File: src/rtl/debounce_pkg.sv
// Shared definitions for the input debouncer: FSM state encoding and default sizing.
// Other input-conditioning stages can reuse these constants.
package debounce_pkg;

  typedef logic [1:0] state_t;

  localparam state_t LOW_STABLE  = 2'b00;
  localparam state_t WAIT_HIGH   = 2'b01;
  localparam state_t HIGH_STABLE = 2'b10;
  localparam state_t WAIT_LOW    = 2'b11;

  localparam int DEFAULT_SYNC_STAGES   = 2;
  localparam int DEFAULT_STABLE_CYCLES = 4;
  localparam int DEFAULT_CNT_W         = 3;

  // True while a candidate level change is being qualified.
  function automatic logic is_qualifying(input state_t st);
    return (st == WAIT_HIGH) || (st == WAIT_LOW);
  endfunction

endpackage

File: src/rtl/sync_chain.sv
// Multi-flop synchroniser for a single asynchronous input bit.
// The raw input touches only the first flop; dout is the last stage.
module sync_chain #(
  parameter int SYNC_STAGES = 2
) (
  input  logic clk,
  input  logic rst,
  input  logic din,
  output logic dout
);

  logic [SYNC_STAGES-1:0] stage_q;

  always_ff @(posedge clk) begin
    if (rst) begin
      stage_q <= '0;
    end else begin
      stage_q <= {stage_q[SYNC_STAGES-2:0], din};
    end
  end

  assign dout = stage_q[SYNC_STAGES-1];

endmodule

File: src/rtl/input_debouncer.sv
// Synchronises a bouncy input and accepts a new level only after STABLE_CYCLES
// identical samples, producing a clean level plus one-cycle change strobes.
module input_debouncer
  import debounce_pkg::*;
#(
  parameter int SYNC_STAGES   = DEFAULT_SYNC_STAGES,
  parameter int STABLE_CYCLES = DEFAULT_STABLE_CYCLES,
  parameter int CNT_W         = DEFAULT_CNT_W
) (
  input  logic clk,
  input  logic rst,
  input  logic din,
  output logic d_out,
  output logic en_out,
  output logic rise,
  output logic fall,
  output logic busy
);

  localparam logic [CNT_W-1:0] CNT_LAST = CNT_W'(STABLE_CYCLES - 1);
  localparam logic [CNT_W-1:0] CNT_ONE  = CNT_W'(1);

  logic             s;
  state_t           state_q, state_d;
  logic [CNT_W-1:0] cnt_q, cnt_d;
  logic             d_out_q, d_out_d;
  logic             en_q, en_d;
  logic             rise_q, rise_d;
  logic             fall_q, fall_d;
  logic             busy_q, busy_d;

  sync_chain #(
    .SYNC_STAGES(SYNC_STAGES)
  ) u_sync (
    .clk  (clk),
    .rst  (rst),
    .din  (din),
    .dout (s)
  );

  always_ff @(posedge clk) begin
    if (rst) begin
      state_q <= LOW_STABLE;
      cnt_q   <= '0;
    end else begin
      state_q <= state_d;
      cnt_q   <= cnt_d;
    end
  end

  // The counter is cleared on every return to a stable state, so it never wraps.
  always_comb begin
    state_d = state_q;
    cnt_d   = cnt_q;
    case (state_q)
      LOW_STABLE: begin
        cnt_d = '0;
        if (s) begin
          state_d = WAIT_HIGH;
          cnt_d   = CNT_ONE;
        end
      end
      WAIT_HIGH: begin
        if (!s) begin
          state_d = LOW_STABLE;
          cnt_d   = '0;
        end else if (cnt_q == CNT_LAST) begin
          state_d = HIGH_STABLE;
          cnt_d   = '0;
        end else begin
          cnt_d = cnt_q + CNT_ONE;
        end
      end
      HIGH_STABLE: begin
        cnt_d = '0;
        if (!s) begin
          state_d = WAIT_LOW;
          cnt_d   = CNT_ONE;
        end
      end
      WAIT_LOW: begin
        if (s) begin
          state_d = HIGH_STABLE;
          cnt_d   = '0;
        end else if (cnt_q == CNT_LAST) begin
          state_d = LOW_STABLE;
          cnt_d   = '0;
        end else begin
          cnt_d = cnt_q + CNT_ONE;
        end
      end
      default: begin
        state_d = LOW_STABLE;
        cnt_d   = '0;
      end
    endcase
  end

  always_comb begin
    rise_d  = (state_q == WAIT_HIGH) && s && (cnt_q == CNT_LAST);
    fall_d  = (state_q == WAIT_LOW) && !s && (cnt_q == CNT_LAST);
    en_d    = rise_d | fall_d;
    d_out_d = d_out_q;
    if (rise_d) begin
      d_out_d = 1'b1;
    end else if (fall_d) begin
      d_out_d = 1'b0;
    end
    busy_d  = is_qualifying(state_d);
  end

  always_ff @(posedge clk) begin
    if (rst) begin
      d_out_q <= 1'b0;
      en_q    <= 1'b0;
      rise_q  <= 1'b0;
      fall_q  <= 1'b0;
      busy_q  <= 1'b0;
    end else begin
      d_out_q <= d_out_d;
      en_q    <= en_d;
      rise_q  <= rise_d;
      fall_q  <= fall_d;
      busy_q  <= busy_d;
    end
  end

  assign d_out  = d_out_q;
  assign en_out = en_q;
  assign rise   = rise_q;
  assign fall   = fall_q;
  assign busy   = busy_q;

endmodule

File: config.mk
export PLATFORM = sky130hd
export DESIGN_NAME = input_debouncer
export DESIGN_NICKNAME = d
export VERILOG_FILES = /design/src/rtl/debounce_pkg.sv /design/src/rtl/sync_chain.sv /design/src/rtl/input_debouncer.sv
export SDC_FILE = /design/constraint.sdc
export NUM_CORES = 1
export LEC_CHECK = 0
export CAP_MARGIN = 10
export CORE_AREA = 2 2 39 41
export CTS_CLUSTER_SIZE = 8
export DETAILED_ROUTE_END_ITERATION = 12
export DIE_AREA = 0 0 41 43
export GPL_TIMING_DRIVEN = 0
export SYNTH_ARGS = -nofsm -noshare
export SYNTH_HDL_FRONTEND = slang
export SYNTH_SLANG_ARGS = --single-unit
File: constraint.sdc
create_clock -name clk -period 2.8 [get_ports clk]
set_input_delay 0.56 -clock clk [delete_from_list [all_inputs] [get_ports clk]]
set_output_delay 0.56 -clock clk [all_outputs]
set_load 0.01 [all_outputs]
**Word-level counts from Yosys, hierarchy flattened**

Cells that the tools add are included.
W data, S select, Z words.

- Bits in registers: 12
- Bits of input ports: 3
- Output and inout port bits: 5
- Logic and storage cells: 39

- Add/sub/neg operators: 1
- Equal/unequal tests: 6
- Mux-type cells: 15
- Bitwise logic cells: 1
- Reduce and logical (&&, ||, !) cells: 8

Operators by type and width:

| operator | count |
|---|---|
| $mux W2 | 6 |
| $pmux W3 S4 | 1 |
| $mux W3 | 3 |
| $pmux W2 S4 | 1 |
| $eq A2 B2 Y1 const B | 3 |
| $eq A2 B1 Y1 const B | 2 |
| $logic_and A1 B1 Y1 | 4 |
| $mux W1 | 4 |
| $add A3 B1 Y3 const B | 1 |
| $eq A3 B2 Y1 const B | 1 |
| $logic_not A2 Y1 | 1 |
| $reduce_bool A2 Y1 | 1 |
| $logic_not A1 Y1 | 1 |
| $logic_or A1 B1 Y1 | 1 |
| $or A1 B1 Y1 | 1 |

**Depth between registers and ports, before layout**

- Word-level depth: 6
- Gate-level depth with buffers: 4
- Gate-level depth less buffers: 4

**By module**

Synthesis repeated with hierarchy kept, for this count alone.

- Cells, all modules: 36
- Area total of the unflattened synthesis: 416.6 µm²

By module, submodules not included:

| module | times used | cells each | area an instance (µm²) | seq. area each (µm²) |
|---|---|---|---|---|
| input_debouncer | 1 | 32 | 364.1 | 200.2 |
| sync_chain | 1 | 4 | 52.6 | 40.0 |

**Worst setup path before layout**

Ideal clock, no wire load.

- Kind: input to register
- From: in rst
- To: reg cnt_q[2]
- Library setup time: 0.117 ns
- Arrival: 1.087 ns
- Data required time: 2.683 ns
- Setup slack: 1.597 ns
- Cell stages on the path: 3
- Buffers on the path: 1
- Cells stage by stage: clkbuf_1 -> a21oi_1 -> and4b_1

RTL lines:

| item | line | source |
|---|---|---|
| start: declaration | input_debouncer.sv:11 | `input logic rst,` |
| end signal: assignment | input_debouncer.sv:47 | `cnt_q <= cnt_d;` |
| end: declaration | input_debouncer.sv:25 | `logic [CNT_W-1:0] cnt_q, cnt_d;` |

**Worst setup path after layout**

- From: reg d_out_q (netlist: d_out)
- To: out d_out

RTL lines:

| item | line | source |
|---|---|---|
| start: declaration | input_debouncer.sv:26 | `logic d_out_q, d_out_d;` |
| start signal: assignment | input_debouncer.sv:120 | `d_out_q <= d_out_d;` |
| end: declaration | input_debouncer.sv:13 | `output logic d_out,` |

No word-level cell between the ends.

==> Flow_metrics.wiki <==
{| class="wikitable"
! Metric !! Value
|-
| Number of antenna violations at the first check in global routing || 0
|-
| Largest voltage drop on the vdd net || 0.307 mV
|-
| Worst hold-check path type || reg -> reg
|-
| # clock sinks || 12
|-
| Largest net degree at the start of global routing || 10
|-
| Routed length per placed instance || 9.30 um
|-
| Synth Net Count || 40
|-
| Clock buffer count from CTS || 3
|-
| Total via count after detailed routing || 270
|-
| Status || finished clean
|-
| Clock-pin slew on the worst setup and hold paths || 60 ps
|-
| Pleak || 0.230 nW
|-
| Total count of hold-check failures in the final report || 0
|-
| P per Cell Area || 556 nW/um^2
|-
| Pwr Total || 0.288 mW
|-
| Pre-antenna DRT Iters || 3
|-
| Total congestion overflow after global routing || 0
|-
| TritonCTS clock tree || yes
|-
| Fin util || 37.4%
|-
| Final critical-path share of the clock period || 60.7%
|-
| Most frequent standard cell in the layout excluding fill and tap cells || dfxtp_1
|-
| Slew of the pin with the lowest slew margin || 372 ps
|-
| Antenna-violating nets left || 0
|-
| Wire length of the first global-routing pass || 1120 um
|-
| Root buf cell || clkbuf_4
|-
| Ordered cell list for the critical path || clkdlybuf4s50_1
|-
| # H-tree levels || 1
|-
| Critical path class || reg -> out
|-
| Required arrival time at the worst endpoint || 2240 ps
|-
| Post-CTS setup buffer count || 0
|-
| Number of nets in the final layout || 51
|-
| Area leader, netlist || dfxtp_1
|-
| Diodes inserted || 0
|-
| Fillcell total || 148
|-
| Cells after Synth || 36
|-
| HPWL reported at the end of detailed placement || 432 um
|-
| Io pins || 8
|-
| Largest clock skew in the final design || 0.304 ps
|-
| Most frequent cells in the layout || dfxtp_1 (12), clkdlybuf4s50_1 (6), nor2b_1 (4)
|-
| P&R area growth vs syn || 24.7%
|-
| Cells taking the most area after synthesis || dfxtp_1 (58%), nor2b_1 (6.0%), nand3b_4 (4.8%), a221oi_2 (3.6%), ha_1 (3.0%)
|-
| Largest stage delay on the critical path || 540 ps
|-
| Count of state elements after synthesis || 12
|-
| Final setup fails || 0
|-
| Die span in x || 41 um
|-
| Final count of pins violating max slew || 0
|-
| Worst-skew pair later-pin latency || 260 ps
|-
| Setup slack of the critical path after layout || 1100 ps
|-
| Final RePlAce weighted congestion || 0.654
|-
| RSZ-0062 raised after global routing || false
|-
| Sequential fraction of the synthesis area || 57.8%
|-
| Die outline area || 1760 um^2
|-
| Post-Place Cells || 58
|-
| 1st-iter DRT viols || 7
|-
| Total global routing track utilization || 9.96%
|-
| I/O Buffers || 6
|-
| WP buf/inv || 1
|-
| Resize count post-CTS || 0
|-
| Post-detailed-routing wire length || 567 um
|-
| Per-instance average area after synthesis || 11.5 um^2
|-
| Count of distinct cell types in the synthesized netlist || 20
|-
| DRC violation count after routing || 0
|-
| Launching element type of the critical path || flop
|-
| Minimum clock period after layout || 1700 ps
|-
| Standard cell with the maximum stage delay on the critical path || clkdlybuf4s50_1
|-
| Kind of cell with the highest combined delay on the critical path || buffers and inverters
|-
| Setup TNS || 0 ps
|-
| Number of global-route vias before repair || 269
|-
| Core Area || 1380 um^2
|-
| Starting utilization of the core area || 30.0%
|-
| Maximum Capacitance Violations || 0
|-
| Netlist area before placement || 415 um^2
|-
| Number of buffers added to fix hold violations after cts || 0
|-
| Height of the die || 43 um
|-
| Placement Setup Slack || 1370 ps
|-
| Total of warnings raised by yosys || 0
|-
| Non-filler cells in the finished layout || 61
|-
| Endpoint class of the critical path || primary output
|-
| Area of combinational cells with multiple inputs || 168 um^2
|-
| Highest clock frequency the design can meet || 588 MHz
|-
| Layout cell share with drive strength beyond 1 || 11.1%
|-
| Fraction of post-synthesis cell area in the top cell type by area || 57.8%
|-
| Clock Tree Buf Depth || 2
|-
| Area taken by flip-flops and latches || 240 um^2
|-
| Worst slew margin relative to its limit || 75.2%
|-
| Average vias per placed instance || 4.43
|-
| Standard-cell row count || 14
|-
| Data arrival time at the worst-slack endpoint || 1140 ps
|-
| Critical-path maximum fanout || 3
|}
[registers in the layout (all words and copies together) (netlist names)]
signal,cells
cnt_q,3
state_q,2
u_sync.stage_q,2
busy,1
d_out,1
en_out,1
fall,1
rise,1
[Yosys cell counts]
cell	number
a21boi_1	1
a21oi_1	1
a221oi_1	1
a221oi_2	1
a31oi_1	1
and3_1	1
and4b_1	1
clkbuf_1	1
dfxtp_1	12
ha_1	1
inv_1	1
mux2i_1	1
nand2_1	1
nand2b_1	2
nand3b_4	1
nor2_1	1
nor2b_1	4
nor3_1	2
o21ai_0	1
or2_1	1
[layer usage]
metal,vias up,routed length (um),share of wire (%),track usage [%]
li1,145,-,-,-
met1,111,272,48,12.6
met2,12,237,42,12.2
met3,2,45,7.9,6.28
met4,0,12,2.1,6.00
met5,-,0,0,0
[logic make-up after synthesis]
logic type | share of synthesized area, %
buffers and inverters | 1.81
flip-flops | 57.8
adder cells (fa/ha/maj) | 3.01
multiplexers | 2.41
AO/OA/AOI/OAI | 11.4
AND/OR/NAND/NOR | 23.5
[path summary, 6_finish.rpt]
kind / endpoint / startpoint / cells after the start / slack, ps
worst max-delay path: d_out / d_out$_SDFFE_PP0P_ / 1 / 1100
worst min-delay path: u_sync.stage_q[1]$_SDFF_PP0_ / u_sync.stage_q[0]$_SDFF_PP0_ / 1 / 450
worst max register to register: cnt_q[0]$_SDFF_PP0_ / cnt_q[0]$_SDFF_PP0_ / 4 / 1540
worst min register to register: u_sync.stage_q[1]$_SDFF_PP0_ / u_sync.stage_q[0]$_SDFF_PP0_ / 1 / 450
[report_power, final]
| group | switching (mW) | internal, mW | total (mW) |
|---|---|---|---|
| Combinational | 0.00577 | 0.00721 | 0.0130 |
| Sequential | 0.00266 | 0.175 | 0.177 |
| Clock | 0.0482 | 0.0496 | 0.0978 |
[final cells by class]
cell class / instances / share of cell area, %
Buffer: 1 / 0.725
Multi-Input combinational cell: 22 / 32.4
Tap cell: 16 / 3.86
Inverter: 1 / 0.725
Clock buffer: 3 / 4.35
Sequential cell: 12 / 46.4
Timing Repair Buffer: 6 / 11.6
[metrics by stage]
stage / area [um^2] / hold slack, ps
3_5_place_dp: 495 / 435
4_1_cts: 518 / 456
6_report: 518 / 448
2_1_floorplan: 415 / 414
3_3_place_gp: 495 / 419
5_1_grt: 518 / 467
(Power assumes the default switching activity.)
